## src/rtl/instruction_fetch_pkg.sv

```systemverilog
// ----------------------------------------------------------------------------
// instruction_fetch_pkg
// Shared definitions for the fetch front end and the decode stage.
// - Default datapath widths and the bubble word.
// - Fetch FSM state encoding.
// - Opcode encodings, so decode and fetch agree on instruction fields.
// ----------------------------------------------------------------------------
package instruction_fetch_pkg;

  localparam int ADDR_W = 8;
  localparam int DATA_W = 32;
  localparam logic [31:0] NOP_WORD = 32'h0000_0000;

  typedef enum logic {
    BOOT = 1'b0,
    RUN  = 1'b1
  } fetch_state_t;

  // Opcodes live in the top nibble of the instruction word
  localparam logic [3:0] SVPC = 4'b1111;
  localparam logic [3:0] BRN  = 4'b1011;

  // Extracts the opcode nibble from a fetched word
  function automatic logic [3:0] opcode_of(input logic [DATA_W-1:0] word);
    return word[DATA_W-1 -: 4];
  endfunction

endpackage

```

## src/rtl/instruction_fetch_ifid_reg.sv

```systemverilog
// ----------------------------------------------------------------------------
// ifid_reg
// IF/ID pipeline register: instruction word, its PC and a valid bit.
// Ports:
//   clock, reset_n       - clock and synchronous active-low reset
//   load                 - capture instr_in/pc_in as a valid instruction
//   flush                - insert a bubble (NOP, valid=0), pc follows pc_in
//   instr_in, pc_in      - word and PC presented by the fetch stage
//   instr, pc, valid     - registered outputs to decode
// Priority: reset, then flush, then load, otherwise hold.
// ----------------------------------------------------------------------------
module ifid_reg #(
  parameter int                ADDR_W   = instruction_fetch_pkg::ADDR_W,
  parameter int                DATA_W   = instruction_fetch_pkg::DATA_W,
  parameter logic [DATA_W-1:0] NOP_WORD = DATA_W'(instruction_fetch_pkg::NOP_WORD)
) (
  input  logic              clock,
  input  logic              reset_n,
  input  logic              load,
  input  logic              flush,
  input  logic [DATA_W-1:0] instr_in,
  input  logic [ADDR_W-1:0] pc_in,
  output logic [DATA_W-1:0] instr,
  output logic [ADDR_W-1:0] pc,
  output logic              valid
);

  import instruction_fetch_pkg::*;

  // A flush still records the PC of the discarded slot so the bubble can be
  // traced back to the redirecting fetch; holding is the default when neither
  // load nor flush is asserted.
  always_ff @(posedge clock) begin
    if (!reset_n) begin
      instr <= NOP_WORD;
      pc    <= '0;
      valid <= 1'b0;
    end else if (flush) begin
      instr <= NOP_WORD;
      pc    <= pc_in;
      valid <= 1'b0;
    end else if (load) begin
      instr <= instr_in;
      pc    <= pc_in;
      valid <= 1'b1;
    end
  end

endmodule

```

## src/rtl/instruction_fetch.sv

```systemverilog
// ----------------------------------------------------------------------------
// instruction_fetch
// Pipeline front end: owns the PC, addresses instruction memory, fills the
// IF/ID register and counts captured instructions.
// Ports:
//   clock, reset_n       - clock and synchronous active-low reset
//   stall                - decode hazard: hold PC, IF/ID and counter
//   redirect             - taken branch/jump: PC <= redirect_target, flush IF/ID
//   redirect_target      - new PC on redirect
//   imem_addr            - instruction memory address (the PC, combinational)
//   imem_data            - instruction word returned for imem_addr
//   ifid_instr/pc/valid  - IF/ID pipeline register to decode
//   fetch_count          - valid instructions captured since reset (wraps)
// ----------------------------------------------------------------------------
module instruction_fetch #(
  parameter int                ADDR_W   = instruction_fetch_pkg::ADDR_W,
  parameter int                DATA_W   = instruction_fetch_pkg::DATA_W,
  parameter logic [ADDR_W-1:0] RESET_PC = '0,
  parameter logic [DATA_W-1:0] NOP_WORD = DATA_W'(instruction_fetch_pkg::NOP_WORD),
  parameter int                CNT_W    = 16
) (
  input  logic              clock,
  input  logic              reset_n,
  input  logic              stall,
  input  logic              redirect,
  input  logic [ADDR_W-1:0] redirect_target,
  output logic [ADDR_W-1:0] imem_addr,
  input  logic [DATA_W-1:0] imem_data,
  output logic [DATA_W-1:0] ifid_instr,
  output logic [ADDR_W-1:0] ifid_pc,
  output logic              ifid_valid,
  output logic [CNT_W-1:0]  fetch_count
);

  import instruction_fetch_pkg::*;

  fetch_state_t      state;
  logic [ADDR_W-1:0] pc;
  logic [CNT_W-1:0]  count;
  logic              capture;

  // A capture happens whenever no redirect is pending and decode is not
  // stalling; BOOT always captures because IF/ID holds nothing worth keeping.
  always_comb begin
    capture = 1'b0;
    if (!redirect) begin
      capture = (state == BOOT) || !stall;
    end
  end

  // Fetch FSM, PC and instruction counter. Redirect beats stall, and the PC
  // and counter both advance modulo their width with no overflow flag.
  always_ff @(posedge clock) begin
    if (!reset_n) begin
      state <= BOOT;
      pc    <= RESET_PC;
      count <= '0;
    end else begin
      state <= RUN;
      if (redirect) begin
        pc <= redirect_target;
      end else if (capture) begin
        pc    <= pc + ADDR_W'(1);
        count <= count + CNT_W'(1);
      end
    end
  end

  ifid_reg #(
    .ADDR_W   (ADDR_W),
    .DATA_W   (DATA_W),
    .NOP_WORD (NOP_WORD)
  ) u_ifid_reg (
    .clock    (clock),
    .reset_n  (reset_n),
    .load     (capture),
    .flush    (redirect),
    .instr_in (imem_data),
    .pc_in    (pc),
    .instr    (ifid_instr),
    .pc       (ifid_pc),
    .valid    (ifid_valid)
  );

  assign imem_addr   = pc;
  assign fetch_count = count;

endmodule

```

## config.mk

```make
export PLATFORM = sky130hd
export DESIGN_NAME = instruction_fetch
export DESIGN_NICKNAME = d
export VERILOG_FILES = /design/src/rtl/instruction_fetch_pkg.sv /design/src/rtl/instruction_fetch_ifid_reg.sv /design/src/rtl/instruction_fetch.sv
export SDC_FILE = /design/constraint.sdc
export NUM_CORES = 1
export LEC_CHECK = 0
export ABC_AREA = 1
export BUFFER_PORTS_ARGS = -buffer_cell sky130_fd_sc_hd__buf_2
export CAP_MARGIN = 20
export CORE_AREA = 8 8 131 72
export CTS_CLUSTER_SIZE = 12
export DETAILED_ROUTE_END_ITERATION = 7
export DIE_AREA = 0 0 139 80
export PLACE_DENSITY = 0.68
export SETUP_SLACK_MARGIN = 0.1
export SLEW_MARGIN = 15
export SYNTH_ARGS = -nofsm -noshare
export SYNTH_HDL_FRONTEND = slang
export SYNTH_HIERARCHICAL = 1
export SYNTH_SLANG_ARGS = --single-unit
export TNS_END_PERCENT = 30
```

## constraint.sdc

```tcl
create_clock -name clock -period 2.2 [get_ports clock]
set_clock_uncertainty 0.2 [all_clocks]
set_input_delay 0.44 -clock clock [delete_from_list [all_inputs] [get_ports clock]]
set_output_delay 0.44 -clock clock [all_outputs]
set_load 0.01 [all_outputs]
```

Yosys cells after proc, flatten, opt, wreduce, memory -nomap -nowiden
Index checks and enable logic that the tools add are counted.
Cells by class
  reduce and logical (&&, ||, !) cells: 5
  mux-type cells: 6
  add/sub/neg operators: 2
  bitwise logic cells: 3
Operators with widths (number)
  8-bit 2-to-1 mux: 4
  16-bit by 1-bit adder with 16-bit output, second input constant: 1
  8-bit by 1-bit adder with 8-bit output, second input constant: 1
  1-bit NOT: 3
  1-bit 2-to-1 mux: 2
  2-bit AND reduction: 1
  2-bit nonzero test: 1
  2-bit OR reduction: 1
  1-bit logical NOT: 1
  1-bit logical OR: 1
Storage, ports and cells
  logic and storage cells: 22
  input bits: 44
  register bits: 66
  output and inout port bits: 65

Longest topological paths before layout
  word-level depth: 5
  gate-level depth with buffers: 11

By module
Netlist, hierarchy kept.
By module, submodules not included
  ifid_reg: cells an instance 195, sequential area each 820.8 µm², instances 1, area each 1564.0 µm²
  instruction_fetch: cells an instance 199, sequential area each 500.5 µm², instances 1, area each 1385.1 µm²

Worst setup path after synthesis
OpenSTA, ideal clock, no wires.
  path type: in2reg
  from: in redirect
  to: reg u_ifid_reg.pc[5]
  slack: 0.469 ns
  arrival: 1.418 ns
  library setup time: 0.113 ns
  cell stages on the path: 11
  required time: 1.887 ns
  cells stage by stage: buf_6 inv_4 nand2_8 inv_1 buf_6 buf_6 nor2_8 buf_8 nand2_1 nand2_1 nor2_1
On the way
  word-level cells in the longest chain between the ends: 2
  elaborated cells between the ends (all ways): 3
RTL lines
  start: declaration: line instruction_fetch.sv:25  | input logic redirect,
  1-bit 2-to-1 mux: line instruction_fetch.sv:46  | if (!redirect) begin
  net capture: line instruction_fetch.sv:40  | logic capture;
  2-bit nonzero test (no line)
  end signal: assignment: line instruction_fetch_ifid_reg.sv:40  | pc <= pc_in;
  end signal: assignment: line instruction_fetch_ifid_reg.sv:44  | pc <= pc_in;
  end: declaration: line instruction_fetch_ifid_reg.sv:24  | output logic [ADDR_W-1:0] pc,
The timed path passes the listed nets, and every way through them passes these cells.
A chain may end at the register's enable or synchronous reset.

Worst setup path in the final report
  from: reg state
  to: reg u_ifid_reg.instr[14]
On the way
  word-level cells in the longest chain between the ends: 3
RTL lines
  start: declaration: line instruction_fetch.sv:37  | fetch_state_t state;
  start signal: assignment: line instruction_fetch.sv:55  | state <= BOOT;
  start signal: assignment: line instruction_fetch.sv:59  | state <= RUN;
  1-bit NOT: line instruction_fetch.sv:47  | capture = (state == BOOT) || !stall;
  1-bit logical OR: line instruction_fetch.sv:47
  1-bit 2-to-1 mux: line instruction_fetch.sv:46
  end signal: assignment: line instruction_fetch_ifid_reg.sv:43  | instr <= instr_in;
  end: declaration: line instruction_fetch_ifid_reg.sv:23  | output logic [DATA_W-1:0] instr,
Every way passes these cells.

==> flow_summary_export.csv <==
group,metric,value,unit
clock_tree,tritoncts_num_sinks,66,
global_route,grt-ovfl-total,0,
setup_path,endpoint_required_time_on_the_critical_path,2.24,ns
clock_tree,clkSlewWorstSetupHoldPaths,0.06,ns
sta,min_period,1.79,ns
finish,final_util,50.2,%
logic_synthesis,yosysSeqAreaShare,44.8,%
global_route,grt_start_max_net_pins,34,
sta,post-route-period-util,81.6,%
finish,layout.cells.most_common_list,"nand2_1, buf_2, dfxtp_1",
place,port_buffers,108,
finish,num_antenna_cells,0,
floorplan,initial_core_util,38.5,%
sta,setup_ws,0.406,ns
routing,route.detailed.vias_per_inst,4.61,
sta,clock.fmax,557,MHz
floorplan,core_ar,0.00765,sq mm
logic_synthesis,synthXorXnorAreaFrac,1.19,%
clock_tree,holdBufCountCts,0,
sta,max_slew.worst_pin.slew,0.520,ns
logic_synthesis,synthMuxAreaShare,0,%
routing,detail-route-antenna-nets,0,
logic_synthesis,synth_top_family_by_area,"simple AND/OR/NAND/NOR gates",
pwr,leakagePower,1.87,nW
sta,final_max_slew_viol_count,0,
clock_tree,tritoncts.num_buffers,9,
setup_path,timing.critical_path.from_type,"register",
clock_tree,cts_setup_buffers,0,
floorplan,dieHeight,80,microns
finish,post_route_cells_drive_above_1_share,30.4,%
global_route,grt_pass1_vias,2608,
floorplan,io_pins,109,
sta,grt_setup_unrepaired,"no",
place,placed_area,0.00350,sq mm
logic_synthesis,top_ff_cell_synth,"dfxtp_1",
routing,wl_per_cell,13.1,microns
floorplan,die_width,139,microns
finish,fill_cells,774,
floorplan,design.die.area,0.0111,sq mm
routing,drt-total-wl,7980,microns
finish,area.growth.synth_to_final,30.3,%
logic_synthesis,complex_gate_fraction_of_the_synthesized_area,11.5,%
logic_synthesis,share_of_synthesized_cell_area_in_and_or_nand_and_nor_gates,31.1,%
setup_path,worst-endpoint-arrival,1.83,ns
sta,finalSetupTns,0,ns
clock_tree,clk-insertion-delay-late,0.33,ns
routing,drt_drc_violations_left,0,
logic_synthesis,postSynth.asyncResetShare,0,%
global_route,antenna_found_initial,0,
pwr,ir_worst_vdd,0.404,mV
clock_tree,ctsRootBufferMaster,"clkbuf_16",
finish,final_design_area_no_fill,0.00384,sq mm
logic_synthesis,synth.net_count,440,
place,placement.setup.worst_slack,0.138,ns
logic_synthesis,synthAdderAreaFrac,0.849,%
pwr,power.density_cell_area,827,mW/mm^2
status,status,"completed",
clock_tree,cts_tree,"done",
sta,report.final.hold_viol_count,0,
clock_tree,clock_path_buffers,2,
global_route,grt_first_pass_wirelength,12600,microns
setup_path,critical_path_peak_fanout,32,
global_route,grt_use_total,14.0,%
logic_synthesis,postSynthCellCount,394,
routing,detail_route.first_pass.iterations,5,
place,place.detailed.hpwl,6110,microns
routing,dr_total_vias,2797,
logic_synthesis,ys_types,28,
logic_synthesis,postSynthRegisterBits,66,
flow_run,cap_viol_max_count,0,
sta,setup_violating_endpoint_count_in_the_final_report,0,
place,gpl.final_weighted_congestion,0.810,
finish,nNetsFinal,548,
logic_synthesis,synth_enable_flop_cells,0,
setup_path,crit_path_end_kind,"register",
finish,layout.cells.most_common,"nand2_1",
clock_tree,htreeDepth,3,
routing,drt_iter0_markers,168,
logic_synthesis,mappedNetlistArea,0.00295,sq mm
sta,timing.slew.headroom,65.3,%
logic_synthesis,post_synth.cell_area_avg,7.48,sq um
worst_hold_path,timing.hold.worst.class,"input pin to register",
floorplan,row_count,23,
setup_path,class_of_the_most_critical_setup_path,"register to register",
logic_synthesis,ys_warn_count,6,
clock_tree,cts.repair.resized,0,
## cells in the mapped netlist (2+ instances only)
master	instances	share of area, %
nand2_1	127	16
dfxtp_1	66	45
nor2_1	47	6.0
a21oi_1	38	6.4
inv_1	38	4.8
o21ai_0	14	2.4
buf_6	9	3.4
nand3_1	9	1.5
a21oi_2	6	1.8
nand3_2	5	1.7
buf_4	4	1.0
nand4_1	4	0.85
xor2_1	4	1.2
a31oi_1	3	0.64
nor2_8	3	2.0
clkbuf_1	2	0.25
ha_1	2	0.85
inv_2	2	0.25
nor2_4	2	0.76
## through the flow
stage / std cells / power [W] / hold slack (ns)
final: 607 / 0.00318 / 0.161
after global routing: 607 / 0.00331 / 0.155
after CTS: 607 / 0.00322 / 0.150
after detailed placement: 591 / 0.00158 / 0.250
after global placement: 591 / 0.00157 / 0.246
after floorplan: 394 / 0.00148 / 0.268
## worst max-delay path: stages (launching register included)
cell and delay (ns):
dfxtp_1 0.32, nand2_2 0.11, nand2_8 0.14, inv_1 0.19, inv_2 0.45, nand2_1 0.12, a21oi_1 0.18
## power by group
group / internal (W) / switching, W
clock: 0.00111 / 0.000519
sequential: 0.00124 / 0.0000323
combinational: 0.000110 / 0.000170
## layout make-up
class                   count  area [sq um]  share of cell area (%)
clock buffers               9           225                    5.86
clock inverters             7           118                    3.06
inverters                  41           156                    4.07
multi-input cells         271          1320                    34.3
flip-flops and latches     66          1320                    34.4
well taps                 100           125                    3.26
repair buffers            113           578                    15.0
## path summary, 6_finish.rpt
kind / from / to / slack (ns) / depth (start not counted)
hold / removal: imem_data[6] / u_ifid_reg/instr[6] / 0.16 / 3
setup / recovery: state / u_ifid_reg/instr[14] / 0.41 / 6
hold reg to reg: u_ifid_reg/instr[21] / u_ifid_reg/instr[21] / 0.26 / 2
setup reg to reg: state / u_ifid_reg/instr[14] / 0.41 / 6
## registers in the layout, indices dropped and copies added, names as in the netlist
signal and cells:
u_ifid_reg/valid 1, u_ifid_reg/pc 8, state 1, u_ifid_reg/instr 32, imem_addr 8, fetch_count 16
## layer usage
| metal | routed length, microns | global-route usage, % | part of all wire, % | vias to the layer above |
|---|---|---|---|---|
| met5 | 0 | 0 | 0 | - |
| met3 | 570 | 6.21 | 7.1 | 8 |
| met1 | 3650 | 16.5 | 46 | 1263 |
| met2 | 3670 | 22.6 | 46 | 77 |
| met4 | 86 | 4.67 | 1.1 | 0 |
| li1 | - | - | - | 1449 |
## cell families after synthesis
group | count (synthesis)
AO/OA/AOI/OAI | 62
XOR/XNOR | 4
adder cells (fa/ha/maj) | 2
buffers and inverters | 57
flip-flops | 66
AND/OR/NAND/NOR | 203
Power figures use the tool's default switching activity.
